$ cat src/rtl/ecc_op_sequencer_pkg.sv
// -----------------------------------------------------------------------------
// ecc_op_sequencer_pkg
// Shared definitions for the ECC operation sequencer and its APB register bank:
// register byte offsets, operation opcodes, codeword width codes, FSM state
// encoding and a helper that turns a width code into a codeword bit mask.
// -----------------------------------------------------------------------------
package ecc_op_sequencer_pkg;

    // Register byte offsets; only bits [3:2] are decoded on the bus.
    localparam logic [3:0] REG_CTRL     = 4'h0;
    localparam logic [3:0] REG_DATA_IN  = 4'h4;
    localparam logic [3:0] REG_CW_WIDTH = 4'h8;
    localparam logic [3:0] REG_NOISE    = 4'hC;

    // CTRL[1:0] opcodes. OP_RSVD is never launched and never stored.
    typedef enum logic [1:0] {
        OP_ENC  = 2'd0,
        OP_DEC  = 2'd1,
        OP_FULL = 2'd2,
        OP_RSVD = 2'd3
    } op_e;

    // CODEWORD_WIDTH codes; any value of CW_32 or above selects 32 bits.
    localparam logic [1:0] CW_8  = 2'd0;
    localparam logic [1:0] CW_16 = 2'd1;
    localparam logic [1:0] CW_32 = 2'd2;

    typedef enum logic [2:0] {
        ST_IDLE    = 3'd0,
        ST_LAUNCH  = 3'd1,
        ST_CHAN    = 3'd2,
        ST_CAPTURE = 3'd3,
        ST_DONE    = 3'd4
    } state_e;

    // Mask of the bits that belong to the active codeword.
    function automatic logic [31:0] cw_mask(input logic [31:0] width_code);
        logic [31:0] mask;
        if (width_code == {30'd0, CW_8}) begin
            mask = 32'h0000_00FF;
        end else if (width_code == {30'd0, CW_16}) begin
            mask = 32'h0000_FFFF;
        end else begin
            mask = 32'hFFFF_FFFF;
        end
        return mask;
    endfunction

endpackage

$ cat src/rtl/ecc_op_sequencer_apb_regs.sv
// -----------------------------------------------------------------------------
// ecc_apb_regs
// APB register bank for the ECC sequencer: CTRL, DATA_IN, CODEWORD_WIDTH and
// NOISE. Zero-wait-state writes commit when PSEL, PENABLE and PWRITE are all
// high, unless an operation is running (busy). A CTRL write of the reserved
// opcode is dropped entirely. PRDATA is a combinational read mux gated by PSEL.
//
// Ports:
//   clk, rst        clock, synchronous active-low reset
//   PADDR..PWDATA   APB slave inputs; PRDATA read data
//   busy            sequencer busy, blocks every register write
//   ctrl            stored opcode (CTRL[1:0])
//   data_in         DATA_IN register
//   cw_width        CODEWORD_WIDTH register
//   noise           NOISE register
//   launch          one-cycle strobe: an accepted CTRL write with a valid opcode
// -----------------------------------------------------------------------------
module ecc_apb_regs
    import ecc_op_sequencer_pkg::*;
#(
    parameter int AMBA_WORD       = 32,
    parameter int AMBA_ADDR_WIDTH = 20
) (
    input  logic                       clk,
    input  logic                       rst,
    input  logic [AMBA_ADDR_WIDTH-1:0] PADDR,
    input  logic                       PSEL,
    input  logic                       PENABLE,
    input  logic                       PWRITE,
    input  logic [AMBA_WORD-1:0]       PWDATA,
    output logic [AMBA_WORD-1:0]       PRDATA,
    input  logic                       busy,
    output logic [1:0]                 ctrl,
    output logic [AMBA_WORD-1:0]       data_in,
    output logic [AMBA_WORD-1:0]       cw_width,
    output logic [AMBA_WORD-1:0]       noise,
    output logic                       launch
);

    localparam int NUM_REGS = 4;

    logic [1:0]                     addr_sel;
    logic                           wr_en;
    logic                           ctrl_ok;
    logic [NUM_REGS*AMBA_WORD-1:0]  word_flat;
    logic                           unused_paddr;

    assign addr_sel = PADDR[3:2];
    assign wr_en    = PSEL & PENABLE & PWRITE & ~busy;
    assign ctrl_ok  = (op_e'(PWDATA[1:0]) != OP_RSVD);
    assign launch   = wr_en && (addr_sel == REG_CTRL[3:2]) && ctrl_ok;

    // Byte-lane bits and upper address bits take no part in decoding.
    assign unused_paddr = ^{PADDR[AMBA_ADDR_WIDTH-1:4], PADDR[1:0]};

    // One register per word offset; CTRL only keeps its two opcode bits and
    // only accepts a write that carries a valid opcode.
    for (genvar gi = 0; gi < NUM_REGS; gi++) begin : g_reg
        logic                 wr_hit;
        logic [AMBA_WORD-1:0] wr_value;
        logic [AMBA_WORD-1:0] word_reg;

        if (gi == 0) begin : g_ctrl
            assign wr_hit   = wr_en && (addr_sel == 2'(gi)) && ctrl_ok;
            assign wr_value = {{(AMBA_WORD-2){1'b0}}, PWDATA[1:0]};
        end else begin : g_word
            assign wr_hit   = wr_en && (addr_sel == 2'(gi));
            assign wr_value = PWDATA;
        end

        always_ff @(posedge clk) begin
            if (!rst) begin
                word_reg <= '0;
            end else if (wr_hit) begin
                word_reg <= wr_value;
            end
        end

        assign word_flat[gi*AMBA_WORD +: AMBA_WORD] = word_reg;
    end

    assign ctrl     = word_flat[1:0];
    assign data_in  = word_flat[1*AMBA_WORD +: AMBA_WORD];
    assign cw_width = word_flat[2*AMBA_WORD +: AMBA_WORD];
    assign noise    = word_flat[3*AMBA_WORD +: AMBA_WORD];

    always_comb begin
        PRDATA = '0;
        if (PSEL) begin
            PRDATA = word_flat[addr_sel*AMBA_WORD +: AMBA_WORD];
        end
    end

endmodule

$ cat src/rtl/ecc_op_sequencer.sv
// -----------------------------------------------------------------------------
// ecc_op_sequencer
// APB-controlled sequencer for the ECC datapath. A valid CTRL write launches an
// encode, decode or full-channel (encode, add noise, decode) operation. The
// block drives the external combinational encoder/decoder from registers,
// captures their results and raises operation_done for one cycle.
//
// Latency from the CTRL write cycle T: done in T+3 for encode/decode,
// T+4 for full channel (extra CHAN cycle to form the noisy codeword).
//
// Ports:
//   clk, rst                 clock, synchronous active-low reset
//   PADDR..PRDATA            APB slave (zero wait states)
//   enc_info, enc_cw_width   encoder inputs; enc_codeword encoder result
//   dec_codeword             decoder input; dec_info/dec_num_err decoder result
//   data_out, num_of_errors  result of the last completed operation
//   operation_done           one-cycle completion pulse
//   busy                     high whenever the FSM is not idle
// -----------------------------------------------------------------------------
module ecc_op_sequencer
    import ecc_op_sequencer_pkg::*;
#(
    parameter int AMBA_WORD       = 32,
    parameter int AMBA_ADDR_WIDTH = 20,
    parameter int DATA_WIDTH      = 32
) (
    input  logic                       clk,
    input  logic                       rst,
    input  logic [AMBA_ADDR_WIDTH-1:0] PADDR,
    input  logic                       PSEL,
    input  logic                       PENABLE,
    input  logic                       PWRITE,
    input  logic [AMBA_WORD-1:0]       PWDATA,
    output logic [AMBA_WORD-1:0]       PRDATA,
    output logic [DATA_WIDTH-1:0]      enc_info,
    output logic [AMBA_WORD-1:0]       enc_cw_width,
    input  logic [DATA_WIDTH-1:0]      enc_codeword,
    output logic [DATA_WIDTH-1:0]      dec_codeword,
    input  logic [DATA_WIDTH-1:0]      dec_info,
    input  logic [1:0]                 dec_num_err,
    output logic [DATA_WIDTH-1:0]      data_out,
    output logic                       operation_done,
    output logic [1:0]                 num_of_errors,
    output logic                       busy
);

    logic [1:0]            ctrl;
    logic [AMBA_WORD-1:0]  data_in;
    logic [AMBA_WORD-1:0]  cw_width;
    logic [AMBA_WORD-1:0]  noise;
    logic                  launch;
    op_e                   op;

    state_e                state_reg;
    logic                  busy_reg;
    logic                  done_reg;
    logic [DATA_WIDTH-1:0] data_out_reg;
    logic [1:0]            num_err_reg;
    logic [DATA_WIDTH-1:0] enc_info_reg;
    logic [AMBA_WORD-1:0]  enc_cw_width_reg;
    logic [DATA_WIDTH-1:0] dec_codeword_reg;

    logic [31:0]           mask_full;
    logic [DATA_WIDTH-1:0] noise_masked;

    ecc_apb_regs #(
        .AMBA_WORD       (AMBA_WORD),
        .AMBA_ADDR_WIDTH (AMBA_ADDR_WIDTH)
    ) u_regs (
        .clk      (clk),
        .rst      (rst),
        .PADDR    (PADDR),
        .PSEL     (PSEL),
        .PENABLE  (PENABLE),
        .PWRITE   (PWRITE),
        .PWDATA   (PWDATA),
        .PRDATA   (PRDATA),
        .busy     (busy_reg),
        .ctrl     (ctrl),
        .data_in  (data_in),
        .cw_width (cw_width),
        .noise    (noise),
        .launch   (launch)
    );

    // CTRL cannot change while busy, so the stored opcode is stable for the
    // whole operation.
    assign op = op_e'(ctrl);

    // Noise outside the active codeword is dropped so it cannot corrupt the
    // unused upper bits seen by the decoder. The width is taken from the
    // launched copy that also feeds the encoder.
    assign mask_full    = cw_mask(enc_cw_width_reg);
    assign noise_masked = noise[DATA_WIDTH-1:0] & mask_full[DATA_WIDTH-1:0];

    always_ff @(posedge clk) begin
        if (!rst) begin
            state_reg        <= ST_IDLE;
            busy_reg         <= 1'b0;
            done_reg         <= 1'b0;
            data_out_reg     <= '0;
            num_err_reg      <= '0;
            enc_info_reg     <= '0;
            enc_cw_width_reg <= '0;
            dec_codeword_reg <= '0;
        end else begin
            done_reg <= 1'b0;
            case (state_reg)
                ST_IDLE: begin
                    if (launch) begin
                        state_reg <= ST_LAUNCH;
                        busy_reg  <= 1'b1;
                    end
                end
                ST_LAUNCH: begin
                    // Present the operands; results are sampled a cycle later.
                    enc_info_reg     <= data_in[DATA_WIDTH-1:0];
                    enc_cw_width_reg <= cw_width;
                    dec_codeword_reg <= data_in[DATA_WIDTH-1:0];
                    state_reg        <= (op == OP_FULL) ? ST_CHAN : ST_CAPTURE;
                end
                ST_CHAN: begin
                    // dec_codeword_reg doubles as the channel word register.
                    dec_codeword_reg <= enc_codeword ^ noise_masked;
                    state_reg        <= ST_CAPTURE;
                end
                ST_CAPTURE: begin
                    if (op == OP_ENC) begin
                        data_out_reg <= enc_codeword;
                        num_err_reg  <= 2'd0;
                    end else begin
                        data_out_reg <= dec_info;
                        num_err_reg  <= dec_num_err;
                    end
                    done_reg  <= 1'b1;
                    state_reg <= ST_DONE;
                end
                ST_DONE: begin
                    state_reg <= ST_IDLE;
                    busy_reg  <= 1'b0;
                end
                default: begin
                    state_reg <= ST_IDLE;
                    busy_reg  <= 1'b0;
                end
            endcase
        end
    end

    assign enc_info       = enc_info_reg;
    assign enc_cw_width   = enc_cw_width_reg;
    assign dec_codeword   = dec_codeword_reg;
    assign data_out       = data_out_reg;
    assign num_of_errors  = num_err_reg;
    assign operation_done = done_reg;
    assign busy           = busy_reg;

endmodule

$ cat config.mk
export PLATFORM = sky130hd
export DESIGN_NAME = ecc_op_sequencer
export DESIGN_NICKNAME = d
export VERILOG_FILES = /design/src/rtl/ecc_op_sequencer_pkg.sv /design/src/rtl/ecc_op_sequencer_apb_regs.sv /design/src/rtl/ecc_op_sequencer.sv
export SDC_FILE = /design/constraint.sdc
export NUM_CORES = 1
export LEC_CHECK = 0
export BUFFER_PORTS_ARGS = -buffer_cell sky130_fd_sc_hd__buf_2
export CELL_PAD_IN_SITES_DETAIL_PLACEMENT = 1
export CELL_PAD_IN_SITES_GLOBAL_PLACEMENT = 2
export CORE_ASPECT_RATIO = 1.25
export CORE_MARGIN = 8
export CORE_UTILIZATION = 32
export DETAILED_ROUTE_END_ITERATION = 16
export PLACE_DENSITY = 0.89
export SYNTH_ARGS = -nofsm -noshare
export SYNTH_HDL_FRONTEND = slang
export SYNTH_SLANG_ARGS = --single-unit
$ cat constraint.sdc
create_clock -name clk -period 2.9 [get_ports clk]
set_clock_uncertainty 0.2 [all_clocks]
set_input_delay 0.435 -clock clk [delete_from_list [all_inputs] [get_ports clk]]
set_output_delay 0.435 -clock clk [all_outputs]
set_load 0.03 [all_outputs]
### Word level (Yosys, flattened, before mapping)

Index checks and enable logic that the tools add are counted.

* latch bits: 0
* register bits: 233
* memory bits (writable): 0
* memories: 0
* word-level logic and storage cells: 54
* ROM bits: 0
* output and inout bits: 164

* reduce and logical (&&, ||, !) cells: 12
* multiply operators: 0
* mux-type cells: 12
* bitwise gates (word level): 7
* order comparisons: 0
* add/sub/neg operators: 0
* shift-type cells: 1
* divide/modulo/power cells: 0
* equal/unequal tests: 10

Operators with widths (number)
* $mux W32: 4
* $shiftx A128 B8 Y32: 1
* $pmux W32 S2: 1
* $and A32 B32 Y32: 1
* $eq A32 B1 Y1 const B: 1
* $logic_not A32 Y1: 1
* $xor A32 B32 Y32: 1
* $pmux W3 S4: 1
* $eq A2 B2 Y1 const B: 3
* $eq A3 B2 Y1 const B: 2
* $logic_and A1 B1 Y1: 5
* $logic_not A2 Y1: 2
* $ne A2 B2 Y1 const B: 2
* $and A1 B1 Y1: 3
* $eq A3 B1 Y1 const B: 1
* $logic_not A3 Y1: 1
* $mux W1: 3
* $mux W3: 1
* $reduce_or A3 Y1: 1
* $eq A2 B1 Y1 const B: 1
* $mux W2: 1
* $not A1 Y1: 2
* $pmux W1 S2: 1
* $reduce_and A2 Y1: 1
* $reduce_bool A2 Y1: 1

### Depth between registers and ports, before layout

* word-level depth: 7
* depth in mapped cells: 7
* depth with buffers taken out: 4

### Cells and area by module

From an unflattened synthesis, not the netlist that was laid out.

* cells, all modules: 1186
* area, all modules: 10538.9 um2

By module, submodules not included
* ecc_op_sequencer: area each 5894.4 um2, cells an instance 717, instances 1, seq. area each 2702.6 um2
* ecc_apb_regs: area each 4644.5 um2, cells an instance 469, instances 1, seq. area each 1961.9 um2

### Worst setup path after synthesis

Ideal clock, no wire load.

* path type: input to output
* from: input PADDR[2]
* to: output PRDATA[10]
* path buffers: 1
* arrival: 1532 ps
* setup slack: 733 ps
* cell stages on the path: 4
* cells stage by stage: nor2b_1 > clkbuf_1 > a22oi_1 > nor2b_1

* longest elaborated chain between the ends: 2

RTL lines
* start, declared: RTL line ecc_op_sequencer.sv:29 `input logic [AMBA_ADDR_WIDTH-1:0] PADDR,`
* $shiftx A128 B8 Y32: RTL line ecc_op_sequencer_apb_regs.sv:90 `PRDATA = word_flat[addr_sel*AMBA_WORD +: AMBA_WORD];`
* $mux W32: RTL line ecc_op_sequencer_apb_regs.sv:89 `if (PSEL) begin`
* end, declared: RTL line ecc_op_sequencer.sv:34 `output logic [AMBA_WORD-1:0] PRDATA,`

Every way passes these cells.

### Worst setup path in the final report

* from: register state_reg[1]
* to: register data_out_reg[6], in the netlist data_out[6]

* longest elaborated chain between the ends: 1

RTL lines
* start, declared: RTL line ecc_op_sequencer.sv:54 `state_e state_reg;`
* start signal, assigned: RTL line ecc_op_sequencer.sv:120 `state_reg <= (op == OP_FULL) ? ST_CHAN : ST_CAPTURE;`
* $eq A3 B2 Y1: RTL line ecc_op_sequencer.sv:108 `case (state_reg)`
* end signal, assigned: RTL line ecc_op_sequencer.sv:129 `data_out_reg <= enc_codeword;`
* end signal, assigned: RTL line ecc_op_sequencer.sv:132 `data_out_reg <= dec_info;`
* end, declared: RTL line ecc_op_sequencer.sv:57 `logic [DATA_WIDTH-1:0] data_out_reg;`

Every way passes these cells.
A chain may end at the register's enable or synchronous reset.

==> impl_metrics.py <==
metrics = {
    "route": {
        "ant_nets": 0,
        "wire_per_inst_um": 21.06,
        "dr.first_iter.drc_count": 660,
        "drt-pass1-iter-count": 5,
        "routed_wl_mm": 43.61,
        "vias_per_cell": 5.319,
        "vias": 11020,
        "drcViolationCount": 0,
    },
    "grt": {
        "grt_util_met1_pct": 27.73,
        "use_met3_pct": 3.818,
        "top_usage_layer": "met2",
        "track_usage_pct": 21.57,
        "antenna_found_initial": 7,
        "grt_max_degree": 107,
        "grt_pass1_wl_mm": 66.86,
        "use_met2_pct": 34.90,
        "grt_pass1_vias": 11480,
        "grt.overflow.total": 0,
    },
    "synth": {
        "synth_async_sr_flop_share_pct": 0,
        "muxShareOfSynthArea_pct": 4.697,
        "yosys.area.top_type": "dfxtp_1",
        "synth_cell_types": 49,
        "syn_nets": 1467,
        "yosysSeqAreaShare_pct": 44.22,
        "yosys.area_share.adder_pct": 0,
        "synth_xor_area_share_pct": 0.6642,
        "syn_area_um2": 10550,
        "syn_inst": 1344,
        "synth-seq-cells": 233,
        "synth_edf_count": 0,
        "yosysTopAreaCellShare_pct": 44.22,
        "synth_top_family_by_area": "simple AND/OR/NAND/NOR gates",
        "synth-simple-area-share_pct": 26.17,
        "syn_area_per_cell_um2": 7.849,
        "synth_ff_type": "dfxtp_1",
        "yosysWarnings": 0,
        "ys_top_cells_by_area": "dfxtp_1 44%, nand2_1 13%, a21oi_1 8.9%",
        "synth_compound_area_share_pct": 19.27,
    },
    "cts": {
        "clock_tree.buffer_depth": 3,
        "clkLatencyLatePin_ns": 0.54,
        "path_clk_slew_ns": 0.07,
        "clock-sinks": 233,
        "cts_tree": "built",
        "htreeDepth": 1,
        "cts_made_buffers": 25,
        "post-cts-setup-buffers": 0,
        "cts-root-buf": "clkbuf_16",
    },
    "timing": {
        "worstMarginPinSlew_ns": 0.8048,
        "final_max_slew_viol_count": 0,
        "setup_viol": 0,
        "max_freq_ghz": 0.3691,
        "fin_setup_tns_ns": 0,
        "layout_min_cycle_time_ns": 2.710,
        "max_slew_margin_pct": 46.15,
        "grt_setup_unrepaired": "false",
        "fin_crit_sh_pct": 93.43,
        "final_hold_viol_count": 0,
    },
    "die": {
        "rows": 74,
        "die-area_um2": 39070,
        "fp.dieH_um": 219.0,
        "io_pins": 287,
        "initial_core_util_pct": 32.37,
        "core_area_um2": 32590,
        "die_x_um": 178.4,
    },
    "placement": {
        "port_buffers": 268,
        "dp_hpwl_mm": 30.68,
        "gp_congestion": 0.8169,
    },
    "worst_setup_path": {
        "worstSetupPathType": "reg -> reg",
        "critPathArrivalTime_ns": 2.98,
        "crit_start": "state_reg[1]",
        "regToRegStartpoint": "state_reg[1]",
        "path_max_fanout": 39,
        "required_ns": 3.17,
        "end_kind": "flip-flop",
        "r2r_slack_ns": 0.19,
        "startpoint_type": "flip-flop",
    },
    "cells_and_area": {
        "multi_input_area_um2": 5380,
        "fill_cells": 3956,
        "layout.nets": 1758,
        "area_growth_pct": 31.86,
        "register_area_um2": 4664,
        "drive_above_1_share_pct": 23.65,
    },
    "worst_hold_path": {
        "min_from": "dec_info[13]",
        "hold_class": "in -> reg",
    },
    "flow_run": {
        "drv_cap": 0,
    },
    "power_and_ir_drop": {
        "ir_drop_v": 0.0003483,
        "p_leak_nw": 5.544,
        "p_per_area_nw_per_um2": 541.1,
        "total_power_mw": 7.526,
    },
    "run_status": {
        "status": "completed",
    },
}
metrics by stage:
stage / hold slack [ns] / worst slack [ns] / cells / cell area, um^2 / util (%)
after detailed placement: 0.2461 / 0.4783 / 1945 / 12290 / 37.72
after CTS: 0.0003788 / 0.2521 / 2067 / 13900 / 42.65
after floorplan: 0.2422 / 0.7331 / 1344 / 10550 / -
after global routing: 0.02999 / 0.02667 / 2070 / 13910 / 42.67
after global placement: 0.2412 / 0.4785 / 1945 / 12290 / 37.72
final: 0.01524 / 0.1904 / 2071 / 13910 / 42.68
per-layer routing:
layer  wire length, um  share of wire (%)  vias up
met1             18980                 44     5362
met5                53               0.12        -
met2             20200                 46      310
li1                  -                  -     5241
met4              1775                4.1        8
met3              2600                6.0       94
layout make-up:
type / count / share of cell area, %
Sequential cell: 233 / 33.53
Clock inverter: 3 / 0.2878
Tap cell: 418 / 3.760
Multi-Input combinational cell: 983 / 38.68
Antenna cell: 4 / 0.07196
Clock buffer: 38 / 5.424
Inverter: 8 / 0.2519
Timing Repair Buffer: 384 / 17.99
timing repair:
action | 4_1_cts | 5_1_grt
hold buffers | 81 | 0
resized for setup | 0 | 0
hold endpoints to repair | 122 | 0
kinds of logic (layout without fill, tap and decap cells):
logic type             after synthesis  in the layout
AO/OA/AOI/OAI                      344            344
XOR/XNOR                             8              8
buffers and inverters              128            433
flip-flops                         233            233
multiplexers                        40             40
other                                0              4
AND/OR/NAND/NOR                    591            591
Yosys cell counts, types with 8 or more instances:
library cell,instances
nand2_1,370
dfxtp_1,233
a21oi_1,187
clkbuf_1,79
o21ai_0,56
nor2_1,40
nor3b_1,40
nand3_1,33
a311oi_1,32
nor2b_1,32
mux2_2,31
a22oi_1,30
buf_2,27
nand3b_1,16
a31oi_1,13
buf_1,12
nand2b_1,12
nor4_1,12
a41oi_1,10
xor2_1,8
power by group:
part           switching, mW  total (mW)  internal (mW)
clock                   1.32        3.19           1.86
combinational          0.639       0.987          0.348
sequential            0.0669        3.35           3.29
final timing paths:
check            endpoint  cells past startpoint
max           data_out[6]                      5
min          data_out[13]                      3
max reg2reg   data_out[6]                      5
min reg2reg  enc_info[17]                      2
worst max-delay path, stage by stage (launching register included):
cell	delay [ns]
dfxtp_1	0.53
and3b_2	0.67
buf_12	0.28
nor2_1	0.06
a311oi_1	0.28
dlygate4sd3_1	0.60
cell usage in the layout, fill, tap and decap left out, types with 6 or more instances in the layout:
cell type      instances
nand3_1               33
nand3b_1              16
nor4_1                12
nand2b_1              12
and4_1                 7
a22oi_1               30
nor3b_1               38
xor2_1                 8
a31oi_1               13
o21ai_0               56
mux2_4                 6
nor4bb_1               6
dfxtp_1              233
mux2_2                31
nor3_1                 6
nor2b_1               31
buf_12                 7
nor2_1                39
buf_4                 28
nand2_1              370
dlygate4sd3_1         81
a21oi_1              187
buf_2                268
clkbuf_16             25
a41oi_1               10
inv_1                  7
clkbuf_8               8
a311oi_1              32
Note: power is estimated with default switching activity, not from simulation.
